### src/rtl/cpu_pkg.sv
// Shared definitions for the 4-bit-PC core: widths, opcode field layout,
// sequencer state encoding and the per-state phase decode.
package cpu_pkg;

    // Architectural widths
    localparam int PC_W = 4;
    localparam int OP_W = 32;

    // Opcode field location inside the instruction word
    localparam int OPC_HI = 31;
    localparam int OPC_LO = 28;
    localparam int OPC_W  = OPC_HI - OPC_LO + 1;

    // Opcode values
    localparam logic [OPC_W-1:0] OPC_ALU  = 4'h0;
    localparam logic [OPC_W-1:0] OPC_JMP  = 4'h1;
    localparam logic [OPC_W-1:0] OPC_HALT = 4'hF;

    // Fetch/execute sequencer states
    typedef enum logic [2:0] {
        ST_IDLE,
        ST_FETCH,
        ST_EXEC,
        ST_WB,
        ST_HALT
    } seq_state_t;

    // Per-state control bits, registered alongside the state so that the
    // outputs come straight from flops.
    typedef struct packed {
        logic imem_req;
        logic busy;
        logic halted;
        logic in_exec;
        logic in_wb;
    } phase_flags_t;

    // Control bits that hold while the sequencer sits in state s
    function automatic phase_flags_t phase_flags(input seq_state_t s);
        phase_flags_t f;
        f = '0;
        case (s)
            ST_FETCH: begin
                f.imem_req = 1'b1;
                f.busy     = 1'b1;
            end
            ST_EXEC: begin
                f.busy    = 1'b1;
                f.in_exec = 1'b1;
            end
            ST_WB: begin
                f.busy  = 1'b1;
                f.in_wb = 1'b1;
            end
            ST_HALT: f.halted = 1'b1;
            default: ;
        endcase
        return f;
    endfunction

    // Extract the opcode field from an instruction word
    function automatic logic [OPC_W-1:0] opcode_of(input logic [OP_W-1:0] w);
        return w[OPC_HI:OPC_LO];
    endfunction

endpackage

### src/rtl/instr_sequencer_if.sv
// Instruction-memory fetch bus: req/addr from the sequencer, ack/data back
// from the memory. Data is only meaningful in a cycle where req and ack are
// both high.
interface instr_sequencer_if;
    import cpu_pkg::*;

    logic            imem_req;
    logic [PC_W-1:0] imem_addr;
    logic            imem_ack;
    logic [OP_W-1:0] imem_data;

    // Sequencer side
    modport master (
        output imem_req,
        output imem_addr,
        input  imem_ack,
        input  imem_data
    );

    // Memory side
    modport slave (
        input  imem_req,
        input  imem_addr,
        output imem_ack,
        output imem_data
    );

endinterface

### src/rtl/instr_sequencer.sv
// Multi-cycle fetch/execute controller. Owns pc, the instruction register
// and the zero flag; fetches over a req/ack bus and turns the decoder's raw
// write requests into strobes that only fire in their own phase.
module instr_sequencer
    import cpu_pkg::*;
(
    input  logic                clk,
    input  logic                rst,
    input  logic                run,
    instr_sequencer_if.master   imem,
    output logic [OP_W-1:0]     op,
    output logic                zf,
    input  logic [PC_W-1:0]     dec_pc_in,
    input  logic                dec_pc_we,
    input  logic                dec_reg_we,
    input  logic                dec_mem_we,
    input  logic                alu_zf,
    output logic                reg_we,
    output logic                mem_we,
    output logic [PC_W-1:0]     pc,
    output logic                busy,
    output logic                halted
);

    seq_state_t      state;
    seq_state_t      state_next;
    phase_flags_t    flags;
    logic            fetch_done;
    logic            fetch_is_halt;
    logic [PC_W-1:0] pc_inc;

    // A fetch completes only when our own request is acknowledged
    assign fetch_done    = flags.imem_req && imem.imem_ack;
    assign fetch_is_halt = (opcode_of(imem.imem_data) == OPC_HALT);

    // Sequential pc; the add truncates so the top address wraps to 0
    assign pc_inc = pc + PC_W'(1);

    // Next-state selection; run only matters in IDLE and at the end of WB
    always_comb begin
        // NOTE: default first so every path assigns state_next and no latch is inferred.
        state_next = state;
        case (state)
            ST_IDLE: begin
                if (run) state_next = ST_FETCH;
            end
            ST_FETCH: begin
                if (fetch_done) state_next = fetch_is_halt ? ST_HALT : ST_EXEC;
            end
            ST_EXEC: state_next = ST_WB;
            ST_WB:   state_next = run ? ST_FETCH : ST_IDLE;
            ST_HALT: state_next = ST_HALT;
            default: state_next = ST_IDLE;
        endcase
    end

    // State, phase flags and architectural registers; rst overrides everything
    always_ff @(posedge clk) begin
        // NOTE: non-blocking assignments so every flop samples pre-edge values.
        if (rst) begin
            state <= ST_IDLE;
            flags <= '0;
            pc    <= '0;
            op    <= '0;
            zf    <= 1'b0;
        end else begin
            state <= state_next;
            flags <= phase_flags(state_next);
            if (fetch_done) begin
                op <= imem.imem_data;
            end
            if (flags.in_wb) begin
                if (dec_reg_we) begin
                    zf <= alu_zf;
                end
                pc <= dec_pc_we ? dec_pc_in : pc_inc;
            end
        end
    end

    // The decoder holds stale requests outside EXEC/WB, so gate by phase
    assign reg_we = flags.in_wb   && dec_reg_we;
    assign mem_we = flags.in_exec && dec_mem_we;

    // pc only moves at the WB edge, so the address is stable through FETCH
    assign imem.imem_req  = flags.imem_req;
    assign imem.imem_addr = pc;
    assign busy           = flags.busy;
    assign halted         = flags.halted;

endmodule

### src/flat_wrapper.sv
// flat-port wrapper written by rule: the top's interface ports become plain ports
module instr_sequencer_flat import cpu_pkg::*;
  (clk, rst, run, op, zf, dec_pc_in, dec_pc_we, dec_reg_we, dec_mem_we, alu_zf, reg_we, mem_we, pc, busy, halted, imem_imem_req, imem_imem_addr, imem_imem_ack, imem_imem_data);
  instr_sequencer_if imem_i ();
  input  logic clk;
  input  logic rst;
  input  logic run;
  output logic [OP_W-1:0] op;
  output logic zf;
  input  logic [PC_W-1:0] dec_pc_in;
  input  logic dec_pc_we;
  input  logic dec_reg_we;
  input  logic dec_mem_we;
  input  logic alu_zf;
  output logic reg_we;
  output logic mem_we;
  output logic [PC_W-1:0] pc;
  output logic busy;
  output logic halted;
  output wire logic [$bits(imem_i.imem_req)-1:0] imem_imem_req;
  output wire logic [$bits(imem_i.imem_addr)-1:0] imem_imem_addr;
  input wire logic [$bits(imem_i.imem_ack)-1:0] imem_imem_ack;
  input wire logic [$bits(imem_i.imem_data)-1:0] imem_imem_data;
  assign imem_imem_req = imem_i.imem_req;
  assign imem_imem_addr = imem_i.imem_addr;
  assign imem_i.imem_ack = imem_imem_ack;
  assign imem_i.imem_data = imem_imem_data;
  instr_sequencer u_core (.clk(clk), .rst(rst), .run(run), .imem(imem_i), .op(op), .zf(zf), .dec_pc_in(dec_pc_in), .dec_pc_we(dec_pc_we), .dec_reg_we(dec_reg_we), .dec_mem_we(dec_mem_we), .alu_zf(alu_zf), .reg_we(reg_we), .mem_we(mem_we), .pc(pc), .busy(busy), .halted(halted));
endmodule
### config.mk
export PLATFORM = sky130hd
export DESIGN_NAME = instr_sequencer_flat
export DESIGN_NICKNAME = d
export VERILOG_FILES = /design/src/rtl/cpu_pkg.sv /design/src/rtl/instr_sequencer_if.sv /design/src/rtl/instr_sequencer.sv /design/src/flat_wrapper.sv
export SDC_FILE = /design/constraint.sdc
export NUM_CORES = 1
export LEC_CHECK = 0
export BUFFER_PORTS_ARGS = -buffer_cell sky130_fd_sc_hd__buf_2
export CORE_MARGIN = 4
export CORE_UTILIZATION = 35
export CTS_CLUSTER_DIAMETER = 80
export DETAILED_ROUTE_END_ITERATION = 10
export MAX_ROUTING_LAYER = met4
export PLACE_DENSITY_LB_ADDON = 0.15
export SETUP_SLACK_MARGIN = 0.02
export SYNTH_ARGS = -nofsm -noshare
export SYNTH_HDL_FRONTEND = slang
export SYNTH_SLANG_ARGS = --single-unit
### constraint.sdc
create_clock -name clk -period 1.8 [get_ports clk]
set_clock_uncertainty 0.15 [all_clocks]
set_input_delay 0.36 -clock clk [delete_from_list [all_inputs] [get_ports clk]]
set_output_delay 0.36 -clock clk [all_outputs]
set_load 0.01 [all_outputs]
Word-level counts from Yosys, hierarchy flattened
Index checks and enable logic that the tools add are counted.
Word-level totals
  bits in registers: 45
  logic and storage cells: 36
Operators by class
  add/subtract/negate cells: 1
  equal/unequal tests: 9
  muxes and demuxes: 11
  reduce and logical (&&, ||, !) cells: 6
Operators by type and width (count)
  $pmux W3 S5: 1
  $eq A3 B2 Y1 const B: 4
  $mux W3: 3
  $eq A3 B1 Y1 const B: 2
  $eq A3 B3 Y1 const B: 2
  $mux W1: 6
  $add A4 B1 Y4 const B: 1
  $eq A4 B4 Y1 const B: 1
  $mux W4: 1
  $logic_and A1 B1 Y1: 3
  $logic_not A3 Y1: 1
  $reduce_or A3 Y1: 1
  $reduce_and A2 Y1: 1

Longest topological paths before layout
  depth in word-level cells: 7
  mapped depth: 5
  gate-level depth less buffers: 4

Least setup slack after synthesis
OpenSTA, ideal clock, no wires.
  path kind: register to register
  from: register u_core.pc[0] (netlist: u_core.imem.imem_addr[0])
  to: register u_core.pc[3] (netlist: u_core.imem.imem_addr[3])
  data arrival time: 1.106 ns
  path slack: 0.469 ns
  cell stages (with the launch flop): 4
  period minus slack after synthesis: 1.331 ns
  path through: dfxtp_1 nand3_1 or4b_1 a31oi_1
Between the ends
  word-level cells in the longest chain between the ends: 2
RTL lines
  from (decl): line instr_sequencer.sv:20  | output logic [PC_W-1:0] pc,
  from (signal assigned): line instr_sequencer.sv:76  | pc <= dec_pc_we ? dec_pc_in : pc_inc;
  $add A4 B1 Y4: line instr_sequencer.sv:37  | assign pc_inc = pc + PC_W'(1);
  $mux W4: line instr_sequencer.sv:76
Every way passes these cells.
A chain may end at the register's enable or synchronous reset.

Final worst setup path
  from: register u_core.flags[0] (netlist bit)
  to: output port reg_we
Between the ends
  word-level cells in the longest chain between the ends: 1
RTL lines
  from (decl): line instr_sequencer.sv:27  | phase_flags_t flags;
  from (signal assigned): line instr_sequencer.sv:68  | flags <= phase_flags(state_next);
  $logic_and A1 B1 Y1: line instr_sequencer.sv:82  | assign reg_we = flags.in_wb && dec_reg_we;
  to (decl): line flat_wrapper.sv:15  | output logic reg_we;
Every way passes these cells.

==> flow_metrics.tcl <==
set metrics [dict create \
    hpwl_um 2990 \
    dp.cells 350 \
    clockRootBuffer "clkbuf_8" \
    ys_ff_latch 45 \
    synth_area_leaders "dfxtp_1 (53%), nand2_1 (15%), a21oi_1 (11%), buf_2 (2.1%), buf_4 (1.8%)" \
    placed_area_sq_um 2170 \
    cp-start-kind "flop" \
    ys.flop_type "dfxtp_1" \
    clockBufferDepth 2 \
    syn_inst 208 \
    maxSlewHeadroom 0.790 \
    setup_tns_ns 0 \
    grt-ovfl-total 0 \
    synth_mux_area_frac 0.0117 \
    h-tree-depth 2 \
    status "finished, final reports clean" \
    syn_avg_cell_area_sq_um 8.20 \
    cp_slowest_cell "dfxtp_1" \
    synth_edf_count 0 \
    hold_class "primary input to flop" \
    dieArea_sq_um 6050 \
    grt_pass1_wl_um 6760 \
    synth_compound_area_frac 0.158 \
    rows 25 \
    drcViolationCount 0 \
    cts_buffers 5 \
    ys_seq_area_frac 0.528 \
    layout_common_cells "buf_2 (89), nand2_1 (66), dfxtp_1 (45), a21oi_1 (36)" \
    grt_max_degree 26 \
    path_class "flop to primary output" \
    synth_xor_area_frac 0 \
    setup_viol 0 \
    worstPathRequired_ns 1.29 \
    core_sq_um 4720 \
    die_h_um 77.8 \
    diodes 0 \
    yosys_warnings 0 \
    antenna_found_initial 0 \
    powerDensity_nw_per_um2 893 \
    timing.final.crit_share 0.913 \
    slowest_delay_ns 0.49 \
    layout_commonest_cell "buf_2" \
    hold_viol 0 \
    path_cells "and2_1, buf_2" \
    post_cts_buffers 0 \
    wire_per_inst_um 11.6 \
    syn_nets 253 \
    ys_types 29 \
    synth_top_family_by_area "simple AND/OR/NAND/NOR gates" \
    maxClockFrequency_ghz 0.609 \
    cts_hold_buf 0 \
    syn2layout_area_growth_pct 34.3 \
    drv_slew 0 \
    yosys.area_share.simple 0.233 \
    viasPerCell 4.53 \
    path_max_fanout 10 \
    async_reset_ff_frac 0 \
    tightest_slew_ns 0.312 \
    cts_resized 0 \
    cap_violations 0 \
    gp_congestion 0.722 \
    cts_tree "yes" \
    finalCriticalPeriod_ns 1.64 \
    clock-sinks 45 \
    rsz0062_at_grt "false" \
    antenna_left 0 \
    path_clk_slew_ns 0.08 \
    synth.top_cell.area_share 0.528 \
    cp.arrival_ns 1.13 \
    end_kind "primary output" \
    stdcell_count 358 \
    synth_largest_area_cell "dfxtp_1" \
    grt_pass1_vias 1485 \
    drive_gt1_frac 0.354 \
    leakagePower_nw 1.05 \
    dr.pass1.iters 4 \
    yosys.area_share.adder 0.00734 \
    portBuffers 89 \
    vias 1622 \
    clock_latency_ns 0.29 \
    start_util 0.361 \
    routed_wl_um 4170 \
    ios 90 \
    drtIter0Drc 61 \
    ir_worst_vdd_mv 0.392 \
    syn-cell-area_sq_um 1710 \
    final_cell_area_sq_um 2290 \
    die_w_um 77.8 \
    grtUsageTotal 0.145 \
    nets 335 \
]
-- metal layers --
layer / share of wire / vias to the layer above / GRT usage
met1: 0.46 / 722 / 0.175
li1: - / 845 / -
met3: 0.072 / 7 / 0.0510
met4: 0.015 / 0 / 0.0534
met2: 0.45 / 48 / 0.223
met5: 0 / - / -
-- path summary, 6_finish.rpt --
path | to | slack, ns | cells past startpoint | start
worst max register to register | u_core.imem.imem_addr[3] | 0.47 | 3 | u_core.imem.imem_addr[0]
worst min-delay path | u_core.op[26] | 0.14 | 3 | imem_imem_data[26]
worst min register to register | u_core.op[30] | 0.30 | 2 | u_core.op[30]
worst max-delay path | reg_we | 0.16 | 2 | u_core.flags[0]
-- critical path, delay by kind of cell (launching register included) --
| kind | cells | cell delay, ns |
|---|---|---|
| buffers and inverters | 1 | 0.14 |
| flip-flops | 1 | 0.49 |
| AND/OR/NAND/NOR | 1 | 0.21 |
-- layout make-up --
cell class / count / area, sq um
tap: 67 / 83.8
sequential: 45 / 901
multi-input combinational: 143 / 698
timing repair buffer: 95 / 490
clock inverter: 1 / 30.0
clock buffer: 7 / 86.3
fill: 488 / 2430
-- flip-flops by register name, summed over array words and instances (netlist names) --
register,flops
u_core.busy,1
u_core.imem.imem_addr,4
u_core.flags,2
u_core.op,32
u_core.imem.imem_req,1
u_core.halted,1
u_core.zf,1
u_core.state,3
-- report_power, final --
group	leakage [nW]	internal [mW]	total [mW]	switching (mW)
registers	0.366	1.03	1.06	0.0230
logic	0.623	0.0976	0.213	0.116
clock network	0.0585	0.452	0.775	0.323
-- cell usage after synthesis (all sizes together), types with 3 or more instances --
cell type  count
nor3           4
dfxtp         45
nand2b         3
and2           4
buf           12
clkbuf         8
nor2           5
a21oi         36
o21ai          3
nand2         66
-- through the flow --
step	total power, mW	hold WS [ns]	util	setup WS (ns)
3_5_place_dp	1.30	0.293	0.460	0.444
5_1_grt	2.15	0.134	0.485	0.0640
3_3_place_gp	1.30	0.289	0.460	0.445
6_report	2.04	0.143	0.485	0.157
2_1_floorplan	1.19	0.319	-	0.469
4_1_cts	2.07	0.133	0.485	0.150
-- kinds of logic after synthesis --
kind of cell,count (synthesis)
multiplexers,2
AND/OR/NAND/NOR,91
buffers and inverters,20
flip-flops,45
AO/OA/AOI/OAI,49
adder cells (fa/ha/maj),1
No activity file was read; power rests on OpenSTA's default activity.
